===== src/rtl/alu_cmd_sequencer.sv =====
// Command/response sequencer in front of a 4-bit combinational ALU.
// MUL is built from four shift-add iterations through the ALU's ADD operation.
//
// state  | meaning
// IDLE   | waiting for a command, cmd_ready high
// EXEC   | single ALU operation driven from the operand registers
// MUL    | shift-add multiply, four iterations
// RESP   | response held until rsp_ready
module alu_cmd_sequencer #(
  parameter bit MUL_EN = 1'b1
) (
  input  logic       clk,
  input  logic       rst_n,
  input  logic       cmd_valid,
  output logic       cmd_ready,
  input  logic [2:0] cmd_op,
  input  logic [3:0] cmd_a,
  input  logic [3:0] cmd_b,
  output logic       rsp_valid,
  input  logic       rsp_ready,
  output logic [7:0] rsp_data,
  output logic       rsp_err,
  output logic [3:0] alu_a,
  output logic [3:0] alu_b,
  output logic [2:0] alu_signal,
  input  logic [3:0] alu_out
);

  typedef enum logic [1:0] {S_IDLE, S_EXEC, S_MUL, S_RESP} state_t;

  state_t     state_q, state_d;
  logic [2:0] op_q, op_d;
  logic [3:0] a_q, a_d;
  logic [3:0] mq_q, mq_d;
  logic [3:0] acc_q, acc_d;
  logic [1:0] cnt_q, cnt_d;
  logic [7:0] rsp_data_q, rsp_data_d;
  logic       rsp_err_q, rsp_err_d;

  logic       cmd_is_mul;
  logic       cmd_is_rsvd;
  logic       carry;
  logic [3:0] mul_hi;
  logic [3:0] mul_lo;

  assign cmd_is_mul  = MUL_EN && (cmd_op == 3'b011);
  assign cmd_is_rsvd = (cmd_op == 3'b100) || (cmd_op == 3'b101) ||
                       ((cmd_op == 3'b011) && !MUL_EN);

  assign cmd_ready = (state_q == S_IDLE);
  assign rsp_valid = (state_q == S_RESP);
  assign rsp_data  = rsp_data_q;
  assign rsp_err   = rsp_err_q;

  always_comb begin
    state_d    = state_q;
    op_d       = op_q;
    a_d        = a_q;
    mq_d       = mq_q;
    acc_d      = acc_q;
    cnt_d      = cnt_q;
    rsp_data_d = rsp_data_q;
    rsp_err_d  = rsp_err_q;
    alu_a      = 4'd0;
    alu_b      = 4'd0;
    alu_signal = 3'b000;
    carry      = 1'b0;
    mul_hi     = 4'd0;
    mul_lo     = 4'd0;

    case (state_q)
      S_IDLE: begin
        if (cmd_valid) begin
          op_d  = cmd_op;
          a_d   = cmd_a;
          mq_d  = cmd_b;
          acc_d = 4'd0;
          cnt_d = 2'd0;
          if (cmd_is_rsvd) begin
            rsp_data_d = 8'd0;
            rsp_err_d  = 1'b1;
            state_d    = S_RESP;
          end else if (cmd_is_mul) begin
            state_d = S_MUL;
          end else begin
            state_d = S_EXEC;
          end
        end
      end
      S_EXEC: begin
        alu_a      = a_q;
        alu_b      = mq_q;
        alu_signal = op_q;
        rsp_data_d = {4'd0, alu_out};
        rsp_err_d  = 1'b0;
        state_d    = S_RESP;
      end
      S_MUL: begin
        alu_signal = 3'b010;
        alu_a      = acc_q;
        alu_b      = mq_q[0] ? a_q : 4'd0;
        // The ALU has no carry output; a wrapped sum is smaller than its addend.
        carry      = (alu_out < acc_q);
        mul_hi     = {carry, alu_out[3:1]};
        mul_lo     = {alu_out[0], mq_q[3:1]};
        acc_d      = mul_hi;
        mq_d       = mul_lo;
        cnt_d      = cnt_q + 2'd1;
        if (cnt_q == 2'd3) begin
          rsp_data_d = {mul_hi, mul_lo};
          rsp_err_d  = 1'b0;
          state_d    = S_RESP;
        end
      end
      S_RESP: begin
        if (rsp_ready) state_d = S_IDLE;
      end
      default: state_d = S_IDLE;
    endcase
  end

  always_ff @(posedge clk or negedge rst_n) begin
    if (!rst_n) begin
      state_q    <= S_IDLE;
      op_q       <= 3'd0;
      a_q        <= 4'd0;
      mq_q       <= 4'd0;
      acc_q      <= 4'd0;
      cnt_q      <= 2'd0;
      rsp_data_q <= 8'd0;
      rsp_err_q  <= 1'b0;
    end else begin
      state_q    <= state_d;
      op_q       <= op_d;
      a_q        <= a_d;
      mq_q       <= mq_d;
      acc_q      <= acc_d;
      cnt_q      <= cnt_d;
      rsp_data_q <= rsp_data_d;
      rsp_err_q  <= rsp_err_d;
    end
  end

endmodule

===== config.mk =====
export PLATFORM = sky130hd
export DESIGN_NAME = alu_cmd_sequencer
export DESIGN_NICKNAME = d
export VERILOG_FILES = /design/src/rtl/alu_cmd_sequencer.sv
export SDC_FILE = /design/constraint.sdc
export NUM_CORES = 1
export LEC_CHECK = 0
export BUFFER_PORTS_ARGS = -buffer_cell sky130_fd_sc_hd__buf_2
export CORE_ASPECT_RATIO = 1.1
export CORE_MARGIN = 1.5
export CORE_UTILIZATION = 40
export DETAILED_ROUTE_END_ITERATION = 10
export GPL_ROUTABILITY_DRIVEN = 0
export PLACE_DENSITY_LB_ADDON = 0.12
export SETUP_SLACK_MARGIN = 0.05
export SYNTH_ARGS = -nofsm -noshare
export SYNTH_HDL_FRONTEND = slang
export SYNTH_SLANG_ARGS = --single-unit

===== constraint.sdc =====
create_clock -name clk -period 1.82 [get_ports clk]
set_clock_uncertainty 0.15 [all_clocks]
set_input_delay 0.273 -clock clk [delete_from_list [all_inputs] [get_ports clk]]
set_output_delay 0.273 -clock clk [all_outputs]
set_load 0.03 [all_outputs]

Word-level counts from Yosys, hierarchy flattened
Index checks and enable logic that the tools add are counted.
- mux-type cells: 24
- multipliers: 0
- shift operators: 0
- reductions and logical operators: 8
- div/mod/pow operators: 0
- $add $sub $neg: 1
- magnitude comparators: 1
- equality and inequality tests: 11
- bitwise gates (word level): 0
- operators with widths (kind ; count):
    $pmux 4 s2 ; 4
    $mux 8 ; 3
    $pmux 8 s3 ; 1
    $mux 2 ; 6
    $mux 4 ; 3
    $pmux 2 s4 ; 1
    $eq 2x2->1 const B ; 3
    $eq 3x3->1 const B ; 2
    $pmux 3 s2 ; 1
    $lt 4x4->1 ; 1
    $ne 2x1->1 const B ; 2
    $ne 2x2->1 const B ; 2
    $pmux 2 s2 ; 1
    $reduce_and 2->1 ; 2
    $reduce_and 4->1 ; 1
    $eq 3x2->1 const B ; 1
    $mux 1 ; 3
    $pmux 1 s3 ; 1
    $reduce_and 3->1 ; 1
    $reduce_bool 3->1 ; 1
    $add 2x1->2 const B ; 1
    $eq 2x1->1 const B ; 1
    $logic_not 2->1 ; 1
    $reduce_bool 2->1 ; 1
    $logic_or 1x1->1 ; 1
- bits in read-only memories: 0
- memories: 0
- latch bits: 0
- flip-flop bits (word level): 28
- RAM bits: 0
- input bits: 19
- output and inout bits: 22

Depth between registers and ports, before layout
- depth after elaboration: 5
- depth in mapped cells: 6
- gate-level depth less buffers: 5

Worst setup path before layout
Ideal clock, no wire load.
- kind: register -> output
- start: reg state_q[0]
- end: out alu_a[1]
- arrival: 1718 ps
- path slack: -321 ps
- cell stages (with the launch flop): 7
- buffers on the path: 2
- cell sequence: dfrtp_1 -> inv_1 -> ha_1 -> buf_2 -> buf_1 -> a22oi_1 -> nor2b_1
- word-level cells in the longest chain between the ends: 2
- elaborated cells between the ends (all ways): 3
- classes of those cells: eq/ne: 2; mux: 1
- ends and longest elaborated chain (item ; RTL line ; text):
    from (decl) ; 31 ; state_t state_q, state_d;
    from (signal assigned) ; 133 ; state_q <= state_d;
    $eq 2x2->1 or $eq 2x1->1 (tied branches) ; 71 ; case (state_q)
    $pmux 4 s2 (*) ; 71 ;
    to (decl) ; 23 ; output logic [3:0] alu_a,
Mark *: on every way between the ends. The rest lies on a longest branch, timed or not.

Worst setup path in the final report
- start: reg state_q[0]
- end: out alu_b[3]
- word-level cells in the longest chain between the ends: 2
- elaborated cells between the ends (all ways): 3
- classes of those cells: eq/ne: 2; mux: 1
- ends and longest elaborated chain (item ; RTL line ; text):
    $eq 2x2->1 or $eq 2x1->1 (tied branches) ; 71 ;
    $pmux 4 s2 (*) ; 71 ;
    to (decl) ; 24 ; output logic [3:0] alu_b,
Marked as above.

==> impl_metrics.ini <==
[clocking]
cts_made_buffers = 3
clock_tree.root_cell = clkbuf_8
cts_tree = yes
clk_latency_ps = 280
cts-htree-levels = 1
clkTransAtPathRegs_ps = 90
cts.sinks = 28
clockBufferDepth = 2

[grt]
grt_pass1_wl_mm = 6.77
grt_max_degree = 29
grt_pass1_vias = 1438
grt.overflow.total = 0
antenna_found_initial = 0
grtUsageTotal_pct = 20.1

[worst_setup_path]
arrival_ps = 1510
critical_path_buf_inv_count = 3
cp.required_ps = 1400
slowest_delay_ps = 440
cpLargestDelayFamily = flip-flops
end_kind = primary output
start_kind = flip-flop
cp_max_fo = 8
crit_chain = inv_4, ha_4, buf_6, a32oi_1, nor2b_2, buf_4
cp_slowest_cell = dfrtp_2
crit_type = flip-flop to primary output
reg2reg_slack_ps = -50

[sta]
slew_violations = 0
hold_viol = 0
rsz0062_at_grt = yes
slew_headroom_pct = 57.8
tns_ps = -1180
setup_slack_ps = -114
final.min_clock_period_ps = 1930
max_freq_mhz = 517
tightest_slew_ps = 632
finalCritPeriodShare_pct = 106
finalSetupViolCount = 16

[yosys]
synthCells = 147
synth-seq-area-share_pct = 44.3
async_flop_share_pct = 100
syn_area_per_cell_um2 = 10.8
synth_area_um2 = 1580
synth.area.top_cells = dfrtp_1, mux2_2, ha_1
synthFlopType = dfrtp_1
synth.largest_area_cell = dfrtp_1
synthesis.nets = 175
netlist.area_leader.share_pct = 44.3
ys_seq_elements = 28
ys_warn_count = 0
synth_cell_types = 32
synth_edf_count = 0

[pwr]
p_int_mw = 2.76
vdd_drop_max_uv = 1120
switchingPower_mw = 1.95
p_clk_share_pct = 8.3
p_sw_share_pct = 41.4
p_per_area_nw_per_um2 = 2030
power_frac_seq_pct = 24.2
power_mw = 4.71
leakage_nw = 1.08
power.share.combinational_pct = 67.4

[drt]
dr.pass1.iters = 5
wire_per_inst_um = 15.9
drtIter0Drc = 37
vias = 1359
wirelength_mm = 4.10
ant_nets = 0
drc = 0
vias_per_cell = 5.29

[floorplanning]
core_um2 = 3710
die_area_um2 = 4340
start_util_pct = 42.6
die_w_um = 63.0
fp.dieH_um = 68.9
num_rows = 23
pin_count = 41

[placed_design]
portBuffers = 40
dpl.hpwl_mm = 2.93
pre_cts_slack_ps = -75.4

[finish]
layout_commonest_cell = buf_2
seqCellArea_um2 = 703
area_growth_syn_to_layout_pct = 46.8
layout-drive-gt1-share_pct = 53.6
multi_input_area_um2 = 993
fill_cells = 310
nets = 236
layout_common_cells = buf_2, dfrtp_1, buf_4, buf_6, inv_1
antenna_cells = 0

[run_status]
status = complete, but fails checks
violations = setup timing

[run]
cap_viol_max_count = 0

[hold_path]
hold_path.class = input pin to flip-flop
[power groups by stage]
stage                     sequential [mW]  clock [mW]  combinational (mW)
after detailed placement             1.12           0                2.59
after global placement               1.11           0                2.53
after global routing                 1.17       0.438                3.40
after CTS                            1.13       0.402                3.03
after floorplan                      1.18           0                1.79
final                                1.14       0.393                3.18
[worst register-to-register path: cells and delay by family (launching register included)]
family / cells / cell delay, ps
flip-flops: 1 / 460
buffers and inverters: 2 / 330
multiplexers: 1 / 300
AO/OA/AOI/OAI: 1 / 270
adder cells (fa/ha/maj): 1 / 260
[sequential cells by signal (all words and copies together), names as in the netlist]
| register | flops |
|---|---|
| op_q | 3 |
| mq_q | 4 |
| state_q | 2 |
| rsp_data | 8 |
| cnt_q | 2 |
| a_q | 4 |
| rsp_err | 1 |
| acc_q | 4 |
[cells in the mapped netlist (2+ instances only)]
master,n
a32oi_1,3
and3_1,2
nor3b_1,3
a21oi_1,4
nor2b_1,18
nand3_1,2
a221o_1,4
nor2_1,3
mux2_2,13
ha_1,9
dfrtp_1,28
buf_2,2
a22o_1,4
nand2b_1,3
nand2_1,9
a22oi_1,8
mux2i_1,5
inv_1,11
clkbuf_1,3
[stage by stage]
stage	cell area [µm²]	instances	util, %	hold WS [ps]
CTS	2250	255	60.7	71.4
global route	2320	257	62.6	75.9
global placement	2000	241	54.0	169
floorplan	1690	147	-	-173
finish	2320	257	62.6	73.4
detailed placement	2000	241	54.0	182
[logic make-up (layout without fill, tap and decap cells)]
logic type	count (synthesis)	in the layout	synth area share (%)
adders and majority gates	9	9	7.12
buffers and inverters	17	77	4.19
and+or+nand+nor	45	45	16.5
DFF	28	28	44.3
AOI/OAI and AO/OA	30	30	15.5
muxes	18	18	12.4
[per-layer routing]
| layer | track usage, % | vias to the layer above | routed length [µm] |
|---|---|---|---|
| met5 | 0 | - | 0 |
| met4 | 7.22 | 0 | 91 |
| met3 | 2.27 | 12 | 127 |
| met2 | 36.3 | 37 | 2130 |
| met1 | 25.4 | 663 | 1750 |
| li1 | - | 647 | - |
[worst paths after layout]
check                                        start                      end  cells past startpoint
setup reg to reg            state_q[0]$_DFFE_PN0P_  rsp_data[1]$_DFFE_PN0P_                      5
min in group asynchronous                    rst_n  rsp_data[6]$_DFFE_PN0P_                      2
hold reg to reg            rsp_data[3]$_DFFE_PN0P_  rsp_data[3]$_DFFE_PN0P_                      1
max in group asynchronous                    rst_n   state_q[0]$_DFFE_PN0P_                      2
setup / recovery            state_q[0]$_DFFE_PN0P_                 alu_b[3]                      6
hold / removal                            cmd_a[2]       a_q[2]$_DFFE_PN0P_                      2
[area by class of cell]
| class | count | share of cell area [%] |
|---|---|---|
| multi-input cells | 102 | 42.8 |
| clock buffers | 4 | 2.37 |
| well taps | 50 | 2.69 |
| inverters | 11 | 1.89 |
| repair buffers | 62 | 20.0 |
| flip-flops and latches | 28 | 30.3 |
[repair_timing]
| item | CTS | global route |
|---|---|---|
| endpoints found under the setup margin | 27 | 33 |
| pin swaps | 3 | 2 |
| hold endpoints to repair | 28 | 0 |
| hold buffers | 1 | 0 |
| setup buffers | 9 | 2 |
| gates resized for setup | 31 | 13 |
(Power assumes the default switching activity.)
